`src/rtl/mem_port_arbiter_if.sv`:
```
// Bundle of the cache-side request/response signals and the external memory
// port that mem_port_arbiter sits between.
interface mem_port_arbiter_if #(
    parameter int unsigned ADDR_W = 28,
    parameter int unsigned DATA_W = 128,
    parameter int unsigned CNT_W  = 32
);

    // I-cache miss engine
    logic              ic_read;
    logic [ADDR_W-1:0] ic_addr;
    logic              ic_ready;
    logic [DATA_W-1:0] ic_rdata;

    // D-cache miss / write-back engine
    logic              dc_read;
    logic              dc_write;
    logic [ADDR_W-1:0] dc_addr;
    logic [DATA_W-1:0] dc_wdata;
    logic              dc_ready;
    logic [DATA_W-1:0] dc_rdata;

    // External memory port
    logic              mem_read;
    logic              mem_write;
    logic [ADDR_W-1:0] mem_addr;
    logic [DATA_W-1:0] mem_wdata;
    logic              mem_ready;
    logic [DATA_W-1:0] mem_rdata;

    // Performance counter
    logic [CNT_W-1:0]  contention_cnt;

    // Environment side: caches and memory model
    modport master (
        output ic_read, ic_addr,
        output dc_read, dc_write, dc_addr, dc_wdata,
        output mem_ready, mem_rdata,
        input  ic_ready, ic_rdata,
        input  dc_ready, dc_rdata,
        input  mem_read, mem_write, mem_addr, mem_wdata,
        input  contention_cnt
    );

    // Arbiter side
    modport slave (
        input  ic_read, ic_addr,
        input  dc_read, dc_write, dc_addr, dc_wdata,
        input  mem_ready, mem_rdata,
        output ic_ready, ic_rdata,
        output dc_ready, dc_rdata,
        output mem_read, mem_write, mem_addr, mem_wdata,
        output contention_cnt
    );

endinterface

```
`src/rtl/mem_port_arbiter.sv`:
```
// Round-robin arbiter sharing one external memory port between the I-cache
// and D-cache engines. The granted request is latched, the memory strobe is
// held until mem_ready, and the winner gets a one-cycle ready pulse with data.
module mem_port_arbiter #(
    parameter int unsigned ADDR_W = 28,
    parameter int unsigned DATA_W = 128,
    parameter int unsigned CNT_W  = 32
) (
    input  logic               clk,
    input  logic               rst,
    mem_port_arbiter_if.slave  bus
);

    typedef enum logic [1:0] {
        IDLE = 2'd0,
        BUSY = 2'd1,
        RESP = 2'd2
    } state_t;

    typedef enum logic {
        OWN_IC = 1'b0,
        OWN_DC = 1'b1
    } owner_t;

    // Latched transaction: who owns the port and what it asked for
    typedef struct packed {
        owner_t            owner;
        logic              write;
        logic [ADDR_W-1:0] addr;
        logic [DATA_W-1:0] wdata;
    } txn_t;

    state_t            state;
    owner_t            last_grant;
    txn_t              txn;
    logic              mem_read_q;
    logic              mem_write_q;
    logic              ic_ready_q;
    logic              dc_ready_q;
    logic [DATA_W-1:0] ic_rdata_q;
    logic [DATA_W-1:0] dc_rdata_q;
    logic [CNT_W-1:0]  cnt_q;

    logic              ic_req;
    logic              dc_req;
    logic              pick_dc;
    logic              other_waiting;
    txn_t              grant_txn;

    // Request decode, round-robin pick and the candidate transaction to latch
    always_comb begin
        ic_req        = bus.ic_read;
        dc_req        = bus.dc_read | bus.dc_write;
        pick_dc       = dc_req && (!ic_req || (last_grant == OWN_IC));
        grant_txn     = '0;
        if (pick_dc) begin
            grant_txn.owner = OWN_DC;
            grant_txn.write = bus.dc_write;  // write wins over an illegal read+write
            grant_txn.addr  = bus.dc_addr;
            grant_txn.wdata = bus.dc_wdata;
        end else begin
            grant_txn.owner = OWN_IC;
            grant_txn.write = 1'b0;
            grant_txn.addr  = bus.ic_addr;
            grant_txn.wdata = '0;
        end
        other_waiting = (txn.owner == OWN_IC) ? dc_req : ic_req;
    end

    // Port ownership FSM with registered strobes, ready pulses and return data
    always_ff @(posedge clk or posedge rst) begin
        if (rst) begin
            state       <= IDLE;
            last_grant  <= OWN_IC;
            txn         <= '0;
            mem_read_q  <= 1'b0;
            mem_write_q <= 1'b0;
            ic_ready_q  <= 1'b0;
            dc_ready_q  <= 1'b0;
            ic_rdata_q  <= '0;
            dc_rdata_q  <= '0;
        end else begin
            case (state)
                IDLE: begin
                    if (ic_req || dc_req) begin
                        txn         <= grant_txn;
                        mem_read_q  <= !grant_txn.write;
                        mem_write_q <= grant_txn.write;
                        state       <= BUSY;
                    end
                end
                BUSY: begin
                    if (bus.mem_ready) begin
                        mem_read_q  <= 1'b0;
                        mem_write_q <= 1'b0;
                        if (txn.owner == OWN_IC) begin
                            ic_ready_q <= 1'b1;
                            ic_rdata_q <= txn.write ? '0 : bus.mem_rdata;
                        end else begin
                            dc_ready_q <= 1'b1;
                            dc_rdata_q <= txn.write ? '0 : bus.mem_rdata;
                        end
                        state <= RESP;
                    end
                end
                RESP: begin
                    ic_ready_q <= 1'b0;
                    dc_ready_q <= 1'b0;
                    ic_rdata_q <= '0;
                    dc_rdata_q <= '0;
                    last_grant <= txn.owner;
                    state      <= IDLE;
                end
                default: begin
                    state <= IDLE;
                end
            endcase
        end
    end

    // Saturating count of cycles the non-owner spends waiting for the port
    always_ff @(posedge clk or posedge rst) begin
        if (rst) begin
            cnt_q <= '0;
        end else if ((state != IDLE) && other_waiting && (cnt_q != '1)) begin
            cnt_q <= cnt_q + CNT_W'(1);
        end
    end

    assign bus.mem_read       = mem_read_q;
    assign bus.mem_write      = mem_write_q;
    assign bus.mem_addr       = txn.addr;
    assign bus.mem_wdata      = txn.wdata;
    assign bus.ic_ready       = ic_ready_q;
    assign bus.ic_rdata       = ic_rdata_q;
    assign bus.dc_ready       = dc_ready_q;
    assign bus.dc_rdata       = dc_rdata_q;
    assign bus.contention_cnt = cnt_q;

endmodule
```
`src/flat_wrapper.sv`:
```
// flat-port wrapper written by rule: the top's interface ports become plain ports
module mem_port_arbiter_flat 
#(
    parameter int unsigned ADDR_W = 28,
    parameter int unsigned DATA_W = 128,
    parameter int unsigned CNT_W  = 32
)
  (clk, rst, bus_ic_read, bus_ic_addr, bus_dc_read, bus_dc_write, bus_dc_addr, bus_dc_wdata, bus_mem_ready, bus_mem_rdata, bus_ic_ready, bus_ic_rdata, bus_dc_ready, bus_dc_rdata, bus_mem_read, bus_mem_write, bus_mem_addr, bus_mem_wdata, bus_contention_cnt);
  mem_port_arbiter_if #(.ADDR_W(ADDR_W), .DATA_W(DATA_W), .CNT_W(CNT_W)) bus_i ();
  input  logic clk;
  input  logic rst;
  input wire logic [$bits(bus_i.ic_read)-1:0] bus_ic_read;
  input wire logic [$bits(bus_i.ic_addr)-1:0] bus_ic_addr;
  input wire logic [$bits(bus_i.dc_read)-1:0] bus_dc_read;
  input wire logic [$bits(bus_i.dc_write)-1:0] bus_dc_write;
  input wire logic [$bits(bus_i.dc_addr)-1:0] bus_dc_addr;
  input wire logic [$bits(bus_i.dc_wdata)-1:0] bus_dc_wdata;
  input wire logic [$bits(bus_i.mem_ready)-1:0] bus_mem_ready;
  input wire logic [$bits(bus_i.mem_rdata)-1:0] bus_mem_rdata;
  output wire logic [$bits(bus_i.ic_ready)-1:0] bus_ic_ready;
  output wire logic [$bits(bus_i.ic_rdata)-1:0] bus_ic_rdata;
  output wire logic [$bits(bus_i.dc_ready)-1:0] bus_dc_ready;
  output wire logic [$bits(bus_i.dc_rdata)-1:0] bus_dc_rdata;
  output wire logic [$bits(bus_i.mem_read)-1:0] bus_mem_read;
  output wire logic [$bits(bus_i.mem_write)-1:0] bus_mem_write;
  output wire logic [$bits(bus_i.mem_addr)-1:0] bus_mem_addr;
  output wire logic [$bits(bus_i.mem_wdata)-1:0] bus_mem_wdata;
  output wire logic [$bits(bus_i.contention_cnt)-1:0] bus_contention_cnt;
  assign bus_i.ic_read = bus_ic_read;
  assign bus_i.ic_addr = bus_ic_addr;
  assign bus_i.dc_read = bus_dc_read;
  assign bus_i.dc_write = bus_dc_write;
  assign bus_i.dc_addr = bus_dc_addr;
  assign bus_i.dc_wdata = bus_dc_wdata;
  assign bus_i.mem_ready = bus_mem_ready;
  assign bus_i.mem_rdata = bus_mem_rdata;
  assign bus_ic_ready = bus_i.ic_ready;
  assign bus_ic_rdata = bus_i.ic_rdata;
  assign bus_dc_ready = bus_i.dc_ready;
  assign bus_dc_rdata = bus_i.dc_rdata;
  assign bus_mem_read = bus_i.mem_read;
  assign bus_mem_write = bus_i.mem_write;
  assign bus_mem_addr = bus_i.mem_addr;
  assign bus_mem_wdata = bus_i.mem_wdata;
  assign bus_contention_cnt = bus_i.contention_cnt;
  mem_port_arbiter #(.ADDR_W(ADDR_W), .DATA_W(DATA_W), .CNT_W(CNT_W)) u_core (.clk(clk), .rst(rst), .bus(bus_i));
endmodule
```
`config.mk`:
```
export PLATFORM = sky130hd
export DESIGN_NAME = mem_port_arbiter_flat
export DESIGN_NICKNAME = d
export VERILOG_FILES = /design/src/rtl/mem_port_arbiter_if.sv /design/src/rtl/mem_port_arbiter.sv /design/src/flat_wrapper.sv
export SDC_FILE = /design/constraint.sdc
export NUM_CORES = 1
export LEC_CHECK = 0
export CORE_AREA = 2 2 297 299
export CTS_CLUSTER_SIZE = 40
export DETAILED_ROUTE_END_ITERATION = 8
export DIE_AREA = 0 0 299 301
export SLEW_MARGIN = 20
export SYNTH_ARGS = -nofsm -noshare
export SYNTH_HDL_FRONTEND = slang
export SYNTH_SLANG_ARGS = --single-unit
```
`constraint.sdc`:
```
create_clock -name clk -period 16.7 [get_ports clk]
set_input_delay 2.505 -clock clk [delete_from_list [all_inputs] [get_ports clk]]
set_output_delay 2.505 -clock clk [all_outputs]
set_load 0.01 [all_outputs]
```
==> impl_metrics.tcl <==
set metrics [dict create \
    layout_min_cycle_time_ns 5.42 \
    die-area_mm2 0.0900 \
    p_switching_w 0.00195 \
    seqPwrFrac_pct 33.5 \
    finalWirelength_mm 71.5 \
    final_antenna_net_count 0 \
    sequential_fraction_of_the_synthesis_area_pct 56.1 \
    hpwl_after_detailed_placement_mm 49.6 \
    drt_pre_antenna_iters 5 \
    final.setup.tns_ns 0 \
    reg2reg_slack_ns 12.88 \
    timing.max_cap.violations 0 \
    power.ir.vdd_worst_mv 0.128 \
    post_cts_sizing_count 0 \
    grt_overflow 0 \
    drt_drc_violations_left 0 \
    worst_ep_required_time_ns 17.30 \
    drt-vias-per-instance 4.25 \
    grt_antenna_before_repair 5 \
    final-instance-count-excl-fill 4016 \
    critPathMaxFanout 94 \
    synth.ff_latch_count 453 \
    clk-insertion-delay-late_ns 0.60 \
    placedInstanceArea_mm2 0.0277 \
    crit-reg2reg-launch "u_core.state[0]" \
    drc_marker_count_from_the_first_detailed_route_iteration 1093 \
    synth_nets 2598 \
    final_cell_area_mm2 0.0297 \
    grt_util_all_layers_pct 15.4 \
    timing.hold.worst_endpoint "u_core.bus.mem_wdata[80]" \
    io_buffer_count 765 \
    layout.nets 3131 \
    rr_worst_depth 5 \
    gp_routability_congestion 0.865 \
    layout.filler_cells 8961 \
    setup.worst_path.start_class "input pin" \
    synthDistinctLibCells 34 \
    skew_ns 0.0200 \
    cts_tree "built" \
    intPower_w 0.00345 \
    syn-mean-instance-area_um2 8.87 \
    slew_headroom_pct 28.0 \
    multi_input_area_mm2 0.00709 \
    initial_core_util_pct 23.4 \
    mostFrequentLayoutCells "812 x sky130_fd_sc_hd__nand2_1, 765 x sky130_fd_sc_hd__clkdlybuf4s50_1, 452 x sky130_fd_sc_hd__dfrtp_1" \
    pd_cells_mw_per_mm2 182 \
    final.period_utilization_pct 32.4 \
    cts.path.max_buffers 3 \
    fp-row-count 108 \
    drive_gt1_share_pct 4.55 \
    criticalPathCategory "input pin to async pin" \
    hold_fix_buffers_at_cts 0 \
    hold_viol_final 0 \
    via_count_of_the_first_global_routing_pass 17100 \
    power.static_leakage_nw 12.5 \
    global_route_wire_length_before_repair_mm 108 \
    rsz0062_at_grt "no" \
    worst-endpoint-arrival_ns 6.01 \
    dp.cells 3910 \
    total_setup_buffers_inserted_after_cts 0 \
    layout_commonest_cell "sky130_fd_sc_hd__nand2_1" \
    grt_start_max_net_pins 128 \
    min_from "u_core.bus.mem_wdata[80]" \
    timing.hold.worst.class "flop to flop" \
    ff_latch_area_mm2 0.0113 \
    yosysWarningCount 0 \
    part_of_the_total_power_dissipated_in_combinational_logic_pct 42.5 \
    netlist_instances 2279 \
    worst_slew_pin_slew_ns 1.08 \
    total_standard_cell_area_after_synthesis_mm2 0.0202 \
    clock_tree.root_cell "sky130_fd_sc_hd__clkbuf_16" \
    die-width_um 299 \
    wl_per_cell_um 17.8 \
    area_growth_from_synthesis_to_layout_pct 47.2 \
    cts_made_buffers 55 \
    setup_viol 0 \
    hold-path-cell-count 2 \
    core_outline_area_mm2 0.0865 \
    die-height_um 301 \
    fmax_ghz 0.185 \
    htree_levels 2 \
    critical_path.endpoint_type "async pin" \
    switching_part_of_the_total_power_pct 36.1 \
    pin_count 766 \
    status "finished clean" \
    post-route-util_pct 34.4 \
    final_number_of_max_transition_violations 0 \
    r2r_end "u_core.bus.ic_rdata[97]" \
    dr_total_vias 17100 \
    power_frac_clock_pct 24.0 \
    cts_num_sinks 453 \
    clkSlewWorstSetupHoldPaths_ns 0.06 \
]
## flip-flops by register name, indices dropped and copies added (netlist names)
register and count:
u_core.bus.mem_read 1, u_core.bus.mem_write 1, u_core.bus.mem_addr 28, u_core.bus.dc_ready 1, u_core.bus.ic_ready 1, u_core.txn 2
u_core.bus.ic_rdata 128, u_core.bus.dc_rdata 128, u_core.bus.contention_cnt 32, u_core.last_grant 1, u_core.bus.mem_wdata 128, u_core.state 2
## power by group through the flow
stage	logic, W	clock network [W]	registers, W
6_report	0.00229	0.00130	0.00181
5_1_grt	0.00251	0.00138	0.00187
4_1_cts	0.00234	0.00134	0.00181
3_5_place_dp	0.00233	0	0.00182
3_3_place_gp	0.00232	0	0.00181
2_1_floorplan	0.00111	0	0.00191
## layout make-up
type / instances / share of cell area [%]
clock inverter: 18 / 0.980
clock buffer: 85 / 5.69
antenna: 3 / 0.0252
sequential: 453 / 38.1
inverter: 9 / 0.139
timing repair buffer: 788 / 26.3
tap: 1155 / 4.86
multi-input combinational: 1505 / 23.8
## worst max-delay path, stage by stage
cell                              delay (ns)
sky130_fd_sc_hd__clkdlybuf4s50_1        0.49
sky130_fd_sc_hd__inv_8                  0.50
sky130_fd_sc_hd__buf_4                  0.78
sky130_fd_sc_hd__buf_4                  0.73
sky130_fd_sc_hd__buf_4                  0.79
## logic make-up (layout without fill, tap and decap cells)
kind of cell	after synthesis	count (layout)	synth area share, %
other cells	0	3	0
buf+inv	321	900	9.08
flops	453	453	56.1
mux	31	31	1.55
simple gates	1024	1024	21.5
compound gates	419	419	10.4
fa+ha+maj	1	1	0.0619
xor+xnor	30	30	1.30
## cell usage after synthesis
master	n	share of area, %
sky130_fd_sc_hd__a21boi_0	1	0.037
sky130_fd_sc_hd__a21oi_1	256	6.3
sky130_fd_sc_hd__and2_1	1	0.031
sky130_fd_sc_hd__and3_1	4	0.12
sky130_fd_sc_hd__and4_1	2	0.087
sky130_fd_sc_hd__buf_1	6	0.11
sky130_fd_sc_hd__buf_2	35	0.87
sky130_fd_sc_hd__buf_4	156	5.8
sky130_fd_sc_hd__clkbuf_1	115	2.1
sky130_fd_sc_hd__dfrtp_1	453	56
sky130_fd_sc_hd__ha_1	1	0.062
sky130_fd_sc_hd__inv_1	9	0.17
sky130_fd_sc_hd__mux2_2	3	0.17
sky130_fd_sc_hd__mux2i_1	28	1.4
sky130_fd_sc_hd__nand2_1	813	15
sky130_fd_sc_hd__nand2b_1	1	0.031
sky130_fd_sc_hd__nand3_1	21	0.52
sky130_fd_sc_hd__nand4_1	13	0.40
sky130_fd_sc_hd__nand4b_1	1	0.043
sky130_fd_sc_hd__nor2_1	10	0.19
sky130_fd_sc_hd__nor2b_1	130	4.0
sky130_fd_sc_hd__nor3_1	8	0.20
sky130_fd_sc_hd__nor3_2	1	0.050
sky130_fd_sc_hd__nor3b_1	3	0.11
sky130_fd_sc_hd__nor4_1	6	0.19
sky130_fd_sc_hd__nor4b_1	4	0.17
sky130_fd_sc_hd__o21a_1	2	0.074
sky130_fd_sc_hd__o21ai_0	159	3.9
sky130_fd_sc_hd__o31ai_1	1	0.037
sky130_fd_sc_hd__or2_2	2	0.062
sky130_fd_sc_hd__or3_1	3	0.093
sky130_fd_sc_hd__or4b_4	1	0.068
sky130_fd_sc_hd__xnor2_1	22	0.95
sky130_fd_sc_hd__xor2_1	8	0.35
## layer usage
layer / vias to the layer above / GRT usage (%) / share of wire (%) / wire length [um]
met5: - / 0 / 0.018 / 13
met4: 2 / 6.40 / 4.1 / 2960
met3: 137 / 4.25 / 7.2 / 5150
met2: 516 / 25.4 / 48 / 34600
met1: 8186 / 18.8 / 40 / 28800
li1: 8244 / - / - / -
## how the worst max path moves through the flow
| stage | start | endpoint | slack, ns | cells past startpoint |
|---|---|---|---|---|
| CTS | rst | u_core.bus.mem_wdata[116] | 11.12 | 5 |
| global route | rst | u_core.bus.mem_wdata[13] | 10.76 | 5 |
| floorplan | rst | u_core.bus.contention_cnt[0] | 1.57 | 1 |
| finish | rst | u_core.bus.mem_wdata[13] | 11.28 | 5 |
| detailed placement | rst | u_core.bus.mem_addr[2] | 10.48 | 5 |
| global placement | rst | u_core.bus.mem_addr[2] | 10.49 | 5 |
## through the flow
step	worst slack [ns]	hold slack (ns)	power [W]
final	11.28	0.473	0.00540
after global routing	10.76	0.503	0.00575
after CTS	11.12	0.482	0.00548
after detailed placement	10.48	0.469	0.00415
after global placement	10.49	0.460	0.00413
after floorplan	1.57	0.451	0.00302
No activity file was read; power rests on OpenSTA's default activity.
